File: src/rtl/dice_pkg.sv
// Shared types and 7-segment face constants for the D4 roller display blocks.
package dice_pkg;

  // Active-low gfedcba patterns the roller drives for each face.
  localparam logic [6:0] SEG_D1    = 7'h79;
  localparam logic [6:0] SEG_D2    = 7'h24;
  localparam logic [6:0] SEG_D3    = 7'h30;
  localparam logic [6:0] SEG_D4    = 7'h19;
  localparam logic [6:0] SEG_BLANK = 7'h7F;

  typedef enum logic [1:0] {
    IDLE,
    ARMED,
    SETTLE,
    REPORT
  } tally_state_t;

  typedef logic [2:0] face_t;

endpackage

File: src/rtl/seg7_to_face.sv
// Combinational 7-segment to die-face decoder; valid=0 for any pattern that is not a face.
module seg7_to_face
  import dice_pkg::*;
(
  input  logic [6:0] seg,
  output logic       valid,
  output face_t      face
);

  always_comb begin
    valid = 1'b1;
    face  = 3'd0;
    case (seg)
      SEG_D1:  face = 3'd1;
      SEG_D2:  face = 3'd2;
      SEG_D3:  face = 3'd3;
      SEG_D4:  face = 3'd4;
      default: valid = 1'b0;
    endcase
  end

endmodule

File: src/rtl/seg_roll_tally.sv
// Watches the roller's seg/roll lines, decodes each settled roll and keeps
// saturating per-face, total and error tallies.
module seg_roll_tally
  import dice_pkg::*;
#(
  parameter int STABLE_CYCLES = 4,
  parameter int CNT_W         = 8
) (
  input  logic             clk,
  input  logic             reset,
  input  logic [6:0]       seg_in,
  input  logic             roll_in,
  input  logic             clear,
  input  logic [1:0]       cnt_sel,
  output logic             roll_valid,
  output logic [2:0]       roll_value,
  output logic             invalid_seg,
  output logic [CNT_W-1:0] cnt_out,
  output logic [CNT_W+1:0] total_rolls,
  output logic [CNT_W-1:0] err_count
);

  localparam int                STAB_W    = $clog2(STABLE_CYCLES) + 1;
  localparam logic [STAB_W-1:0] STAB_LAST = STAB_W'(STABLE_CYCLES - 1);

  tally_state_t      state_q, state_d;
  logic [6:0]        seg_q, seg_d;
  logic [STAB_W-1:0] stab_q, stab_d;
  logic              roll_valid_q, roll_valid_d;
  logic              invalid_seg_q, invalid_seg_d;
  face_t             roll_value_q, roll_value_d;
  logic [CNT_W-1:0]  face_cnt_q [4];
  logic [CNT_W-1:0]  face_cnt_d [4];
  logic [CNT_W+1:0]  total_q, total_d;
  logic [CNT_W-1:0]  err_q, err_d;

  logic              dec_valid;
  face_t             dec_face;
  logic [1:0]        face_idx;
  logic              seg_same;
  logic              stab_done;
  logic              enter_report;

  // Decode the held sample; it equals seg_in whenever a report is taken.
  seg7_to_face u_dec (
    .seg   (seg_q),
    .valid (dec_valid),
    .face  (dec_face)
  );

  assign face_idx     = 2'(dec_face - 3'd1);
  assign seg_same     = (seg_in == seg_q);
  assign stab_done    = (stab_q == STAB_LAST);
  assign enter_report = (state_q == SETTLE) && !roll_in && seg_same && stab_done && !clear;

  // State register.
  always_ff @(posedge clk or negedge reset) begin
    // NOTE: all clocked state uses non-blocking assignment so every flop samples
    // pre-edge values regardless of process ordering.
    if (!reset) state_q <= IDLE;
    else        state_q <= state_d;
  end

  // Next-state logic.
  always_comb begin
    // NOTE: every comb output gets a default first so no path leaves it unassigned
    // (which would infer a latch).
    state_d = state_q;
    case (state_q)
      IDLE:   if (roll_in) state_d = ARMED;
      ARMED:  if (!roll_in) state_d = SETTLE;
      SETTLE: begin
        if (roll_in)                     state_d = ARMED;
        else if (seg_same && stab_done)  state_d = REPORT;
      end
      REPORT: state_d = IDLE;
      default: state_d = IDLE;
    endcase
    if (clear) state_d = IDLE;
  end

  // Datapath and registered outputs.
  always_comb begin
    seg_d         = seg_q;
    stab_d        = stab_q;
    roll_valid_d  = 1'b0;
    invalid_seg_d = 1'b0;
    roll_value_d  = roll_value_q;
    face_cnt_d    = face_cnt_q;
    total_d       = total_q;
    err_d         = err_q;

    if (clear) begin
      seg_d        = SEG_BLANK;
      stab_d       = '0;
      roll_value_d = 3'd1;
      for (int i = 0; i < 4; i++) face_cnt_d[i] = '0;
      total_d      = '0;
      err_d        = '0;
    end else begin
      case (state_q)
        ARMED: begin
          if (!roll_in) begin
            seg_d  = seg_in;
            stab_d = '0;
          end
        end
        SETTLE: begin
          if (!roll_in) begin
            if (!seg_same) begin
              seg_d  = seg_in;
              stab_d = '0;
            end else if (!stab_done) begin
              stab_d = stab_q + 1'b1;
            end
          end
        end
        default: ;
      endcase

      // Tallies saturate at all-ones rather than wrapping.
      if (enter_report) begin
        if (dec_valid) begin
          roll_valid_d = 1'b1;
          roll_value_d = dec_face;
          if (face_cnt_q[face_idx] != '1) face_cnt_d[face_idx] = face_cnt_q[face_idx] + 1'b1;
          if (total_q != '1)              total_d = total_q + 1'b1;
        end else begin
          invalid_seg_d = 1'b1;
          if (err_q != '1) err_d = err_q + 1'b1;
        end
      end
    end
  end

  always_ff @(posedge clk or negedge reset) begin
    if (!reset) begin
      seg_q         <= SEG_BLANK;
      stab_q        <= '0;
      roll_valid_q  <= 1'b0;
      invalid_seg_q <= 1'b0;
      roll_value_q  <= 3'd1;
      // NOTE: the face array is four small counters in flops, not a RAM, so it
      // is reset along with the rest of the state.
      for (int i = 0; i < 4; i++) face_cnt_q[i] <= '0;
      total_q       <= '0;
      err_q         <= '0;
    end else begin
      seg_q         <= seg_d;
      stab_q        <= stab_d;
      roll_valid_q  <= roll_valid_d;
      invalid_seg_q <= invalid_seg_d;
      roll_value_q  <= roll_value_d;
      face_cnt_q    <= face_cnt_d;
      total_q       <= total_d;
      err_q         <= err_d;
    end
  end

  assign roll_valid  = roll_valid_q;
  assign roll_value  = roll_value_q;
  assign invalid_seg = invalid_seg_q;
  assign cnt_out     = face_cnt_q[cnt_sel];
  assign total_rolls = total_q;
  assign err_count   = err_q;

endmodule
File: config.mk
export PLATFORM = sky130hd
export DESIGN_NAME = seg_roll_tally
export DESIGN_NICKNAME = d
export VERILOG_FILES = /design/src/rtl/dice_pkg.sv /design/src/rtl/seg7_to_face.sv /design/src/rtl/seg_roll_tally.sv
export SDC_FILE = /design/constraint.sdc
export NUM_CORES = 1
export LEC_CHECK = 0
export CORE_MARGIN = 2
export CORE_UTILIZATION = 45
export DETAILED_ROUTE_END_ITERATION = 12
export PLACE_DENSITY = 0.66
export SYNTH_ARGS = -nofsm -noshare
export SYNTH_HDL_FRONTEND = slang
export SYNTH_SLANG_ARGS = --single-unit
File: constraint.sdc
create_clock -name clk -period 4.5 [get_ports clk]
set_input_delay 1.35 -clock clk [delete_from_list [all_inputs] [get_ports clk]]
set_output_delay 1.35 -clock clk [all_outputs]
set_load 0.02 [all_outputs]
==> results of run 1 <==
==> worst min path at each step <==
stage,end,depth (start not counted)
CTS,state_q[0]$_DFFE_PN0P_,1
floorplan,state_q[0]$_DFFE_PN0P_,1
finish,state_q[0]$_DFFE_PN0P_,1
global placement,state_q[0]$_DFFE_PN0P_,1
global route,state_q[0]$_DFFE_PN0P_,1
detailed placement,state_q[0]$_DFFE_PN0P_,1
==> worst register-to-register path: cells and delay by family, from the launching register on <==
kind | cells | cell delay [ps]
AND/OR/NAND/NOR | 6 | 1380
multiplexers | 2 | 740
flip-flops | 1 | 570
adder cells (fa/ha/maj) | 2 | 560
buffers and inverters | 4 | 540
AO/OA/AOI/OAI | 1 | 240
==> cells in the final DEF (no fill, tap or decap), types with 8 or more instances in the layout <==
master / netlist / layout
o2bb2ai_1: 20 / 20
mux4_2: 14 / 14
ha_1: 9 / 9
o21ai_0: 12 / 12
xnor2_1: 10 / 10
clkdlybuf4s50_1: 0 / 42
dfrtp_1: 59 / 59
nand4_1: 9 / 9
dfstp_2: 8 / 8
xor2_1: 18 / 18
nand2_1: 26 / 26
nor2_1: 30 / 30
nand3_1: 8 / 8
clkbuf_8: 0 / 10
a22o_1: 12 / 12
==> per-layer routing <==
metal  vias to the layer above  global-route usage
met4                         0              0.0821
met5                         -                   0
met1                      1413               0.284
li1                       1325                   -
met2                        83               0.329
met3                        16              0.0359
==> cell type report <==
type | instances | area, sq um
inverter | 8 | 30.0
tap | 105 | 131
clock buffer | 12 | 145
timing repair buffer | 51 | 498
fill | 733 | 3590
sequential | 67 | 1690
multi-input combinational | 245 | 1940
clock inverter | 4 | 73.8
==> cell usage after synthesis, types with 2 or more instances <==
cell type  number  area [sq um]
dfrtp_1        59          1480
nor2_1         30           113
nand2_1        26          97.6
o2bb2ai_1      20           175
xor2_1         18           158
mux4_2         14           315
a22o_1         12           105
o21ai_0        12          60.1
xnor2_1        10          87.6
clkbuf_1        9          33.8
ha_1            9           113
nand4_1         9          56.3
dfstp_2         8           210
nand3_1         8          40.0
and3_1          7          43.8
inv_1           7          26.3
and2_1          6          37.5
mux2i_1         6          60.1
a21oi_1         5          25.0
nor3_1          5          25.0
a21oi_2         4          35.0
or3_1           4          25.0
nand2b_1        3          18.8
nor3b_1         3          22.5
nor4_1          3          18.8
a211o_1         2          17.5
a22oi_1         2          15.0
and3b_1         2          17.5
mux2_2          2          22.5
nand3b_1        2          15.0
nor2b_1         2          12.5
o21bai_1        2          15.0
or3b_1          2          17.5
==> cell families after synthesis <==
family / synth area share
flip-flops: 0.454
adder cells (fa/ha/maj): 0.0303
multiplexers: 0.107
AND/OR/NAND/NOR: 0.175
buffers and inverters: 0.0229
XOR/XNOR: 0.0661
AO/OA/AOI/OAI: 0.144
==> flip-flops by register name, summed over array words and instances (netlist names) <==
register     count
seg_q            7
stab_q           3
roll_valid       1
roll_value       3
total_rolls     10
face_cnt_q      32
state_q          2
invalid_seg      1
err_count        8
==> report_power, final <==
group / internal (mW) / total, mW / switching [mW]
clock: 0.328 / 0.555 / 0.228
sequential: 0.617 / 0.632 / 0.0151
combinational: 0.0399 / 0.0948 / 0.0549
==> per-stage QoR <==
step | power (mW) | hold WS (ps) | setup slack, ps | cell area [sq um]
final | 1.28 | 490 | 69.3 | 4510
after global routing | 1.33 | 504 | 18.9 | 4510
after CTS | 1.29 | 494 | 42.7 | 4510
after detailed placement | 0.739 | 473 | 56.8 | 4290
after global placement | 0.737 | 464 | 66.7 | 4290
after floorplan | 0.694 | 444 | 404 | 3710
==> results.tsv, run 1 <==
stage	metric	value	unit
timing	Max Freq	226	MHz
global_route	global-route wire length before repair	14.2	mm
floorplan	Starting Density	0.459	
logic_synthesis	Synth Flop Type	dfrtp_1	
placement	post-detail-place hpwl	5.99	mm
placement	GP Congestion	0.836	
pwr	VDD IR-drop max	0.160	mV
critical_path	Setup crit end kind	primary output	
floorplan	Ports	44	
clock_tree	CTS resizes	0	
logic_synthesis	Synth async-reset ratio	1.00	
critical_path	Buf/Inv on CP	3	
pwr	leakage power	1.85	nW
clock_tree	htree depth	3	
floorplan	Die X	94.8	microns
floorplan	Site Rows	33	
detailed_routing	Met1 Wirelength	3.96	mm
global_route	vias in the first global route	2831	
clock_tree	Clock transition at path regs	70	ps
critical_path	R2R cell count	15	
clock_tree	total CTS buffers	9	
timing	Clock Skew	8.19	ps
critical_path	crit path max fanout	8	
timing	Final Slew Violations	0	
finish	Post-Layout Cell Count	492	
critical_path	Worst Setup EP	cnt_out[7]	
detailed_routing	top sig layer	met4	
detailed_routing	DRC	0	
timing	RSZ-0062 raised after global routing	false	
clock_tree	clock sink total	67	
critical_path	CP startpoint	cnt_sel[0]	
global_route	initial antenna violation count	0	
logic_synthesis	Synth Instances	332	
critical_path	kind of critical path	input port to primary output	
clock_tree	post-CTS setup buffer count	0	
clock_tree	clock root buffer master	clkbuf_8	
critical_path	CP max-delay cell	clkdlybuf4s50_1	
timing	Slew Limit Headroom	0.553	
clock_tree	CTS tree	yes	
logic_synthesis	register area share after synthesis	0.454	
detailed_routing	drt wl/cell	17.4	microns
critical_path	Startpoint Class	input port	
floorplan	die area	8990	sq um
logic_synthesis	Post-Syn Area	3710	sq um
detailed_routing	post-route ant nets	0	
logic_synthesis	Synthesized Nets	354	
detailed_routing	Vias	2837	
clock_tree	Post-CTS Hold Buffers	0	
timing	setup TNS	0	ps
global_route	GRT Total Usage	0.207	
detailed_routing	WL final	8.56	mm
detailed_routing	WL met3	328	microns
critical_path	reg2reg start	seg_q[5]$_DFFE_PN1P_	
logic_synthesis	EDFF count, synth	0	
clock_tree	clock latency on the worst-skew pair	350	ps
finish	Layout area overhead	21.4	%
finish	final design utilization	0.557	
timing	final hold vios	0	
critical_path	Reg-to-Reg End	face_cnt_q[16]$_DFFE_PN0P_	
critical_path	most used cell, CP	clkdlybuf4s50_1	
critical_path	max incr delay on CP	550	ps
detailed_routing	Vias/cell	5.77	
placement	dpl cells	476	
pwr	Power per Cell Area	285	nW/um^2
global_route	largest net degree at the start of global routing	44	
detailed_routing	DR WL met2	4.12	mm
run	MaxCap Viol Count	0	
logic_synthesis	syn avg cell area	11.2	sq um
worst_hold_path	Hold WC Path Type	register to register	
global_route	total grt overflow	0	
timing	Final min period	4430	ps
critical_path	flop2flop setup slack	370	ps
critical_path	cells along the critical path	clkdlybuf4s50_1, buf_12, mux4_2, clkdlybuf4s50_1	
status	status	complete, no violations	
clock_tree	Max clock buf depth	2	
logic_synthesis	Netlist cell types	52	
placement	Port Buffers	43	
detailed_routing	Detailed Route Iter0 Violations	155	
critical_path	Critical Path Stages	4	
finish	Final nets	404	
finish	ratio of cells with drive above 1 in the final layout	0.158	
logic_synthesis	flops & latches, synth	67	
critical_path	crit path DAT	3080	ps
detailed_routing	Pre-antenna DRT Iters	5	
floorplan	Core Area	8090	sq um
critical_path	Critical Path RT	3150	ps
worst_hold_path	hold path startpoint	state_q[0]$_DFFE_PN0P_	
floorplan	Die Y	94.8	microns
critical_path	CP top delay family	buffers and inverters	
timing	Tcrit/Tclk final	0.985	
logic_synthesis	YS warnings	0	
timing	Final setup viols	0	
finish	# diodes	0	
timing	worst-margin pin slew	671	ps
Power figures use the tool's default switching activity.
==> run 2: changes to the inputs <==
--- a/config.mk
+++ b/config.mk
@@ -5,6 +5,7 @@
 export SDC_FILE = /design/constraint.sdc
 export NUM_CORES = 1
 export LEC_CHECK = 0
+export ABC_AREA = 1
 export CORE_MARGIN = 2
 export CORE_UTILIZATION = 45
 export DETAILED_ROUTE_END_ITERATION = 12
==> run 2 against run 1 <==
Compared with the run above: routed wire length rose by 21%; hold slack gained 7.9 ps; register-to-register slack improved by 390 ps; global-route usage increased by 1.3 points; combinational power is 130% higher; cell count up 52%; critical path type unchanged; largest cell class unchanged.
==> results.tsv, run 2 <==
stage	metric	value	unit	change
status	status	complete, no violations		
pwr	clock share of power	0.369		-0.064
clock_tree	CTS resizes	0		unchanged
pwr	VDD IR-drop max	0.161	mV	+1.2%
detailed_routing	post-route ant nets	0		unchanged
logic_synthesis	EDFF count, synth	0		unchanged
global_route	total grt overflow	0		unchanged
critical_path	Critical Path RT	3150	ps	about the same
finish	final instance area	5010	sq um	+11%
logic_synthesis	Synth async-reset ratio	1.00		unchanged
logic_synthesis	Netlist cell types	37		-29%
clock_tree	htree depth	3		unchanged
floorplan	Core Area	9200	sq um	+14%
finish	number of flip-flops in the largest register	32		unchanged
detailed_routing	Vias/cell	5.03		-13%
logic_synthesis	Synthesized Nets	603		+70%
global_route	largest net degree at the start of global routing	40		-9.1%
logic_synthesis	post-synth top area cell	dfrtp_1		
placement	GP Congestion	0.857		+2.5%
critical_path	Startpoint Class	input port		
placement	dpl ws	114	ps	+57.4 ps
placement	area post-placement	4800	sq um	+12%
logic_synthesis	cells taking the most area after synthesis	dfrtp_1, nand2_1, nand3_1		
finish	final design utilization	0.545		-0.0121
logic_synthesis	register area share after synthesis	0.398		-0.0562
worst_hold_path	hold path startpoint	face_cnt_q[14]$_DFFE_PN0P_		
pwr	Power per Cell Area	280	nW/um^2	-1.7%
worst_hold_path	Worst Hold Depth	2		+1
floorplan	Die Y	101	microns	+6.5%
pwr	switching part of the total power	0.285		+0.0529
finish	Layout area overhead	18.2	%	
timing	Max Freq	227	MHz	+0.63%
finish	Final nets	654		+62%
detailed_routing	drt wl/cell	13.8	microns	-21%
pwr	Flop pwr share	0.473		-0.020
floorplan	Ports	44		unchanged
critical_path	most used cell, CP	clkdlybuf4s50_1		
logic_synthesis	syn avg cell area	7.29	sq um	-35%
timing	Tcrit/Tclk final	0.978		-0.00618
timing	Final Slew Violations	0		unchanged
floorplan	Die X	101	microns	+6.5%
finish	number of fillers in the final layout	900		+23%
critical_path	Reg-to-Reg End	face_cnt_q[11]$_DFFE_PN0P_		
global_route	global-route wire length before repair	17.8	mm	+25%
critical_path	reg2reg start	seg_q[5]$_DFFE_PN1P_		
logic_synthesis	Post-synth top cells	nand2_1, dfrtp_1, nor2_1, inv_1, nand3_1		
critical_path	crit path max fanout	10		+2
clock_tree	Post-CTS Hold Buffers	0		unchanged
floorplan	Site Rows	35		+6.1%
clock_tree	clock sink total	67		unchanged
worst_hold_path	Hold WC Path Type	register to register		
placement	Port Buffers	43		unchanged
clock_tree	Clock transition at path regs	70	ps	about the same
logic_synthesis	top-count cell post-synth	nand2_1		
finish	Post-Layout Cell Count	748		+52%
run	MaxCap Viol Count	0		unchanged
timing	setup TNS	0	ps	unchanged
clock_tree	Max clock buf depth	2		unchanged
detailed_routing	WL final	10.3	mm	+21%
finish	Biggest register	face_cnt_q		
global_route	initial antenna violation count	0		unchanged
finish	most common cell after layout, fill and taps aside	nand2_1		
logic_synthesis	Synth Instances	581		+75%
detailed_routing	Pre-antenna DRT Iters	4		-1
finish	ratio of cells with drive above 1 in the final layout	0.110		-0.0477
finish	commonest cells after routing, fill and taps aside	nand2_1, dfrtp_1, nor2_1		
timing	final setup margin	97.1	ps	+27.8 ps
floorplan	Starting Density	0.461		+0.00196
global_route	GRT Total Usage	0.221		+0.0131
timing	WHS	498	ps	+7.92 ps
logic_synthesis	flops & latches, synth	67		unchanged
pwr	leakage power	2.45	nW	+32%
timing	Final setup viols	0		unchanged
detailed_routing	DRC	0		unchanged
pwr	logic gate share of total power	0.158		+0.084
timing	RSZ-0062 raised after global routing	false		
critical_path	Setup crit end kind	primary output		
clock_tree	CTS tree	yes		
timing	Clock Skew	6.96	ps	-1.22 ps
clock_tree	clock root buffer master	clkbuf_8		
pwr	P_int	1.00	mW	+1.8%
detailed_routing	Vias	3763		+33%
clock_tree	total CTS buffers	9		unchanged
critical_path	crit path DAT	3050	ps	-30 ps
finish	# diodes	0		unchanged
timing	worst-margin pin slew	930	ps	+258 ps
critical_path	kind of critical path	input port to primary output		
critical_path	CP max-delay cell	clkdlybuf4s50_1		
critical_path	max incr delay on CP	620	ps	+70 ps
detailed_routing	Detailed Route Iter0 Violations	170		+9.7%
logic_synthesis	Synth top area share	0.348		-0.0492
pwr	Sw Pwr	0.400	mW	+34%
timing	final hold vios	0		unchanged
logic_synthesis	Synth Flop Type	dfrtp_1		
timing	Slew Limit Headroom	0.380		-0.172
clock_tree	clock latency on the worst-skew pair	340	ps	about the same
placement	dpl cells	732		+54%
logic_synthesis	Post-Syn Area	4240	sq um	+14%
floorplan	die area	10200	sq um	+14%
logic_synthesis	YS warnings	0		unchanged
global_route	vias in the first global route	3639		+29%
critical_path	cells along the critical path	clkdlybuf4s50_1, inv_1, buf_4, o21ai_0, o22ai_1, clkdlybuf4s50_1		
placement	post-detail-place hpwl	7.34	mm	+23%
timing	Final min period	4400	ps	-27.8 ps
clock_tree	post-CTS setup buffer count	0		unchanged
critical_path	flop2flop setup slack	760	ps	+390 ps
pwr	Total Power	1.40	mW	+9.3%
critical_path	R2R cell count	17		+2
worst_hold_path	Min-Delay Endpoint	face_cnt_q[14]$_DFFE_PN0P_		
## run 2: critical path, delay by kind of cell
kind / cells / cell delay (ps)
buffers and inverters: 4 / 1430
AOI/OAI and AO/OA: 2 / 260
## run 2: final cells by class
| class | instances | area (sq um) | share of cell area |
|---|---|---|---|
| Multi-Input combinational cell | 446 | 2260 | 0.451 |
| Sequential cell | 67 | 1690 | 0.337 |
| Clock buffer | 12 | 155 | 0.0310 |
| Inverter | 56 | 210 | 0.0420 |
| Clock inverter | 4 | 50.0 | 0.00999 |
| Tap cell | 111 | 139 | 0.0277 |
| Timing Repair Buffer | 52 | 508 | 0.101 |
## run 2: worst max-delay path by stage
stage,startpoint,to,slack (ps),cells past startpoint
6_report,cnt_sel[0],cnt_out[3],100,6
5_1_grt,cnt_sel[0],cnt_out[5],10,6
4_1_cts,cnt_sel[0],cnt_out[4],100,6
3_5_place_dp,cnt_sel[0],cnt_out[4],110,6
3_3_place_gp,cnt_sel[0],cnt_out[5],130,6
2_1_floorplan,cnt_sel[0],cnt_out[5],970,4
## run 2: cell families after synthesis
group,share of synthesized area
AND/OR/NAND/NOR,0.395
adder cells (fa/ha/maj),0.0266
buffers and inverters,0.0685
XOR/XNOR,0.0452
AO/OA/AOI/OAI,0.0667
flip-flops,0.398
## run 2: layer usage
layer	GRT usage	vias up	wire, microns
met4	0.0624	0	116
met5	0	-	0
met3	0.0312	11	383
li1	-	1946	-
met2	0.368	68	4950
met1	0.301	1738	4890
## run 2: power groups by stage
stage | combinational, mW | clock, mW | sequential [mW]
detailed placement | 0.223 | 0 | 0.674
global placement | 0.217 | 0 | 0.673
floorplan | 0.143 | 0 | 0.671
CTS | 0.224 | 0.529 | 0.663
finish | 0.222 | 0.517 | 0.663
global route | 0.249 | 0.555 | 0.667
==> run 3: changes to the inputs <==
--- a/config.mk
+++ b/config.mk
@@ -7,9 +7,9 @@
 export LEC_CHECK = 0
 export ABC_AREA = 1
 export CORE_MARGIN = 2
-export CORE_UTILIZATION = 45
+export CORE_UTILIZATION = 42
 export DETAILED_ROUTE_END_ITERATION = 12
-export PLACE_DENSITY = 0.66
+export GPL_ROUTABILITY_DRIVEN = 0
 export SYNTH_ARGS = -nofsm -noshare
 export SYNTH_HDL_FRONTEND = slang
 export SYNTH_SLANG_ARGS = --single-unit
==> run 3 against run 2 <==
Compared with the run above: maximum frequency up 2.1%; largest cell class unchanged; combinational power about the same; clock power up 5.4%; critical endpoint is now cnt_out[5].
==> results.tsv, run 3 (same netlist as run 2, synthesis figures left out) <==
stage	metric	value	unit	change
status	status	complete, no violations		
detailed_routing	Pre-antenna DRT Iters	4		unchanged
critical_path	most used cell, CP	clkdlybuf4s50_1		
floorplan	Die X	104	microns	+3.4%
clock_tree	post-CTS setup buffer count	0		unchanged
placement	area post-placement	4820	sq um	+0.47%
timing	RSZ-0062 raised after global routing	false		
global_route	vias in the first global route	3684		+1.2%
critical_path	Startpoint Class	input port		
timing	setup TNS	0	ps	unchanged
clock_tree	Max clock buf depth	2		unchanged
timing	Final min period	4310	ps	-90.7 ps
finish	final instance area	5040	sq um	+0.62%
detailed_routing	WL final	10.5	mm	+1.8%
detailed_routing	post-route ant nets	0		unchanged
finish	most common cell after layout, fill and taps aside	nand2_1		
floorplan	Site Rows	36		+2.9%
detailed_routing	Vias	3803		+1.1%
pwr	VDD IR-drop max	0.175	mV	+8.3%
critical_path	kind of critical path	input port to primary output		
global_route	global-route wire length before repair	18.0	mm	+1.6%
critical_path	Critical Path RT	3150	ps	about the same
clock_tree	Clock transition at path regs	70	ps	about the same
worst_hold_path	Hold WC Path Type	register to register		
pwr	Power per Cell Area	284	nW/um^2	+1.4%
finish	Final nets	655		+0.15%
floorplan	Ports	44		unchanged
clock_tree	CTS resizes	0		unchanged
floorplan	Die Y	104	microns	+3.4%
finish	Biggest register	face_cnt_q		
detailed_routing	WL met3	476	microns	+24%
run	MaxCap Viol Count	0		unchanged
critical_path	cells along the critical path	clkdlybuf4s50_1, buf_4, o21ai_0, o22ai_1, clkdlybuf4s50_1		
global_route	GRT Total Usage	0.205		-0.0161
critical_path	max incr delay on CP	630	ps	about the same
timing	Slew Limit Headroom	0.389		+0.00832
critical_path	CP max-delay cell	clkdlybuf4s50_1		
timing	final hold vios	0		unchanged
global_route	largest net degree at the start of global routing	29		-28%
critical_path	Setup crit end kind	primary output		
global_route	initial antenna violation count	0		unchanged
clock_tree	total CTS buffers	9		unchanged
detailed_routing	DR WL met2	5.00	mm	+1.0%
clock_tree	clock latency on the worst-skew pair	340	ps	about the same
global_route	total grt overflow	0		unchanged
clock_tree	clock root buffer master	clkbuf_8		
finish	commonest cells after routing, fill and taps aside	nand2_1, dfrtp_1, nor2_1		
placement	post-detail-place hpwl	7.51	mm	+2.3%
timing	Tcrit/Tclk final	0.958		-0.0202
floorplan	Starting Density	0.433		-0.0272
finish	number of flip-flops in the largest register	32		unchanged
critical_path	crit path max fanout	10		unchanged
timing	Final setup viols	0		unchanged
clock_tree	htree depth	3		unchanged
detailed_routing	Vias/cell	4.93		-2.0%
clock_tree	clock sink total	67		unchanged
clock_tree	CTS tree	yes		
timing	Max Freq	232	MHz	+2.1%
critical_path	crit path DAT	2960	ps	-90 ps
timing	Final Slew Violations	0		unchanged
finish	Layout area overhead	19.0	%	
placement	Port Buffers	43		unchanged
detailed_routing	drt wl/cell	13.7	microns	-1.2%
detailed_routing	Met1 Wirelength	4.91	mm	+0.43%
timing	worst-margin pin slew	913	ps	-16.7 ps
finish	Multi-input gate area	2260	sq um	unchanged
pwr	leakage power	2.44	nW	-0.11%
detailed_routing	DRC	0		unchanged
floorplan	Core Area	9770	sq um	+6.3%
floorplan	die area	10900	sq um	+6.9%
detailed_routing	top sig layer	met4		
clock_tree	Post-CTS Hold Buffers	0		unchanged
finish	Sequential Area	1690	sq um	unchanged
finish	number of fillers in the final layout	1007		+12%
timing	Clock Skew	13.5	ps	+6.51 ps
detailed_routing	Detailed Route Iter0 Violations	182		+7.1%
finish	ratio of cells with drive above 1 in the final layout	0.110		-0.000172
finish	# diodes	0		unchanged
[run 3: report_power, final]
part           switching (mW)  internal, mW  total [mW]
Clock                   0.228         0.318       0.545
Sequential             0.0294         0.634       0.663
Combinational           0.139        0.0821       0.221
Total                   0.396          1.03        1.43
[run 3: worst paths after layout]
path                                                  from                          to  slack (ps)  cells past startpoint
worst max register to register        seg_q[5]$_DFFE_PN1P_  face_cnt_q[27]$_DFFE_PN0P_         820                     17
min in group asynchronous                            reset  total_rolls[8]$_DFFE_PN0P_        1010                      1
max in group asynchronous                            reset        seg_q[0]$_DFFE_PN1P_        2710                      2
worst max-delay path                            cnt_sel[0]                  cnt_out[5]         190                      5
worst min register to register  face_cnt_q[17]$_DFFE_PN0P_  face_cnt_q[17]$_DFFE_PN0P_         490                      2
worst min-delay path            face_cnt_q[17]$_DFFE_PN0P_  face_cnt_q[17]$_DFFE_PN0P_         490                      2
[run 3: layout make-up]
cell class                      instances  share of cell area
Multi-Input combinational cell        446               0.448
Sequential cell                        67               0.335
Timing Repair Buffer                   53              0.0993
Inverter                               56              0.0417
Clock buffer                           15              0.0370
Tap cell                              133              0.0330
Clock inverter                          1             0.00596
[run 3: layer usage]
layer	up-vias	global-route usage
li1	1946	-
met1	1781	0.275
met2	66	0.337
met3	10	0.0388
met4	0	0.0560
met5	-	0
[run 3: critical path: cells and delay by family]
| kind | cells | cell delay [ps] |
|---|---|---|
| buffers and inverters | 3 | 1340 |
| AO/OA/AOI/OAI | 2 | 270 |
[run 3: through the flow]
step / power [mW] / utilization / hold slack [ps] / worst slack, ps / std cells
after floorplan: 0.814 / - / 450 / 974 / 581
after global placement: 0.891 / 0.493 / 481 / 205 / 755
after detailed placement: 0.896 / 0.493 / 479 / 187 / 755
after CTS: 1.45 / 0.516 / 497 / 176 / 771
after global routing: 1.50 / 0.516 / 523 / 67.2 / 771
final: 1.43 / 0.516 / 490 / 188 / 771
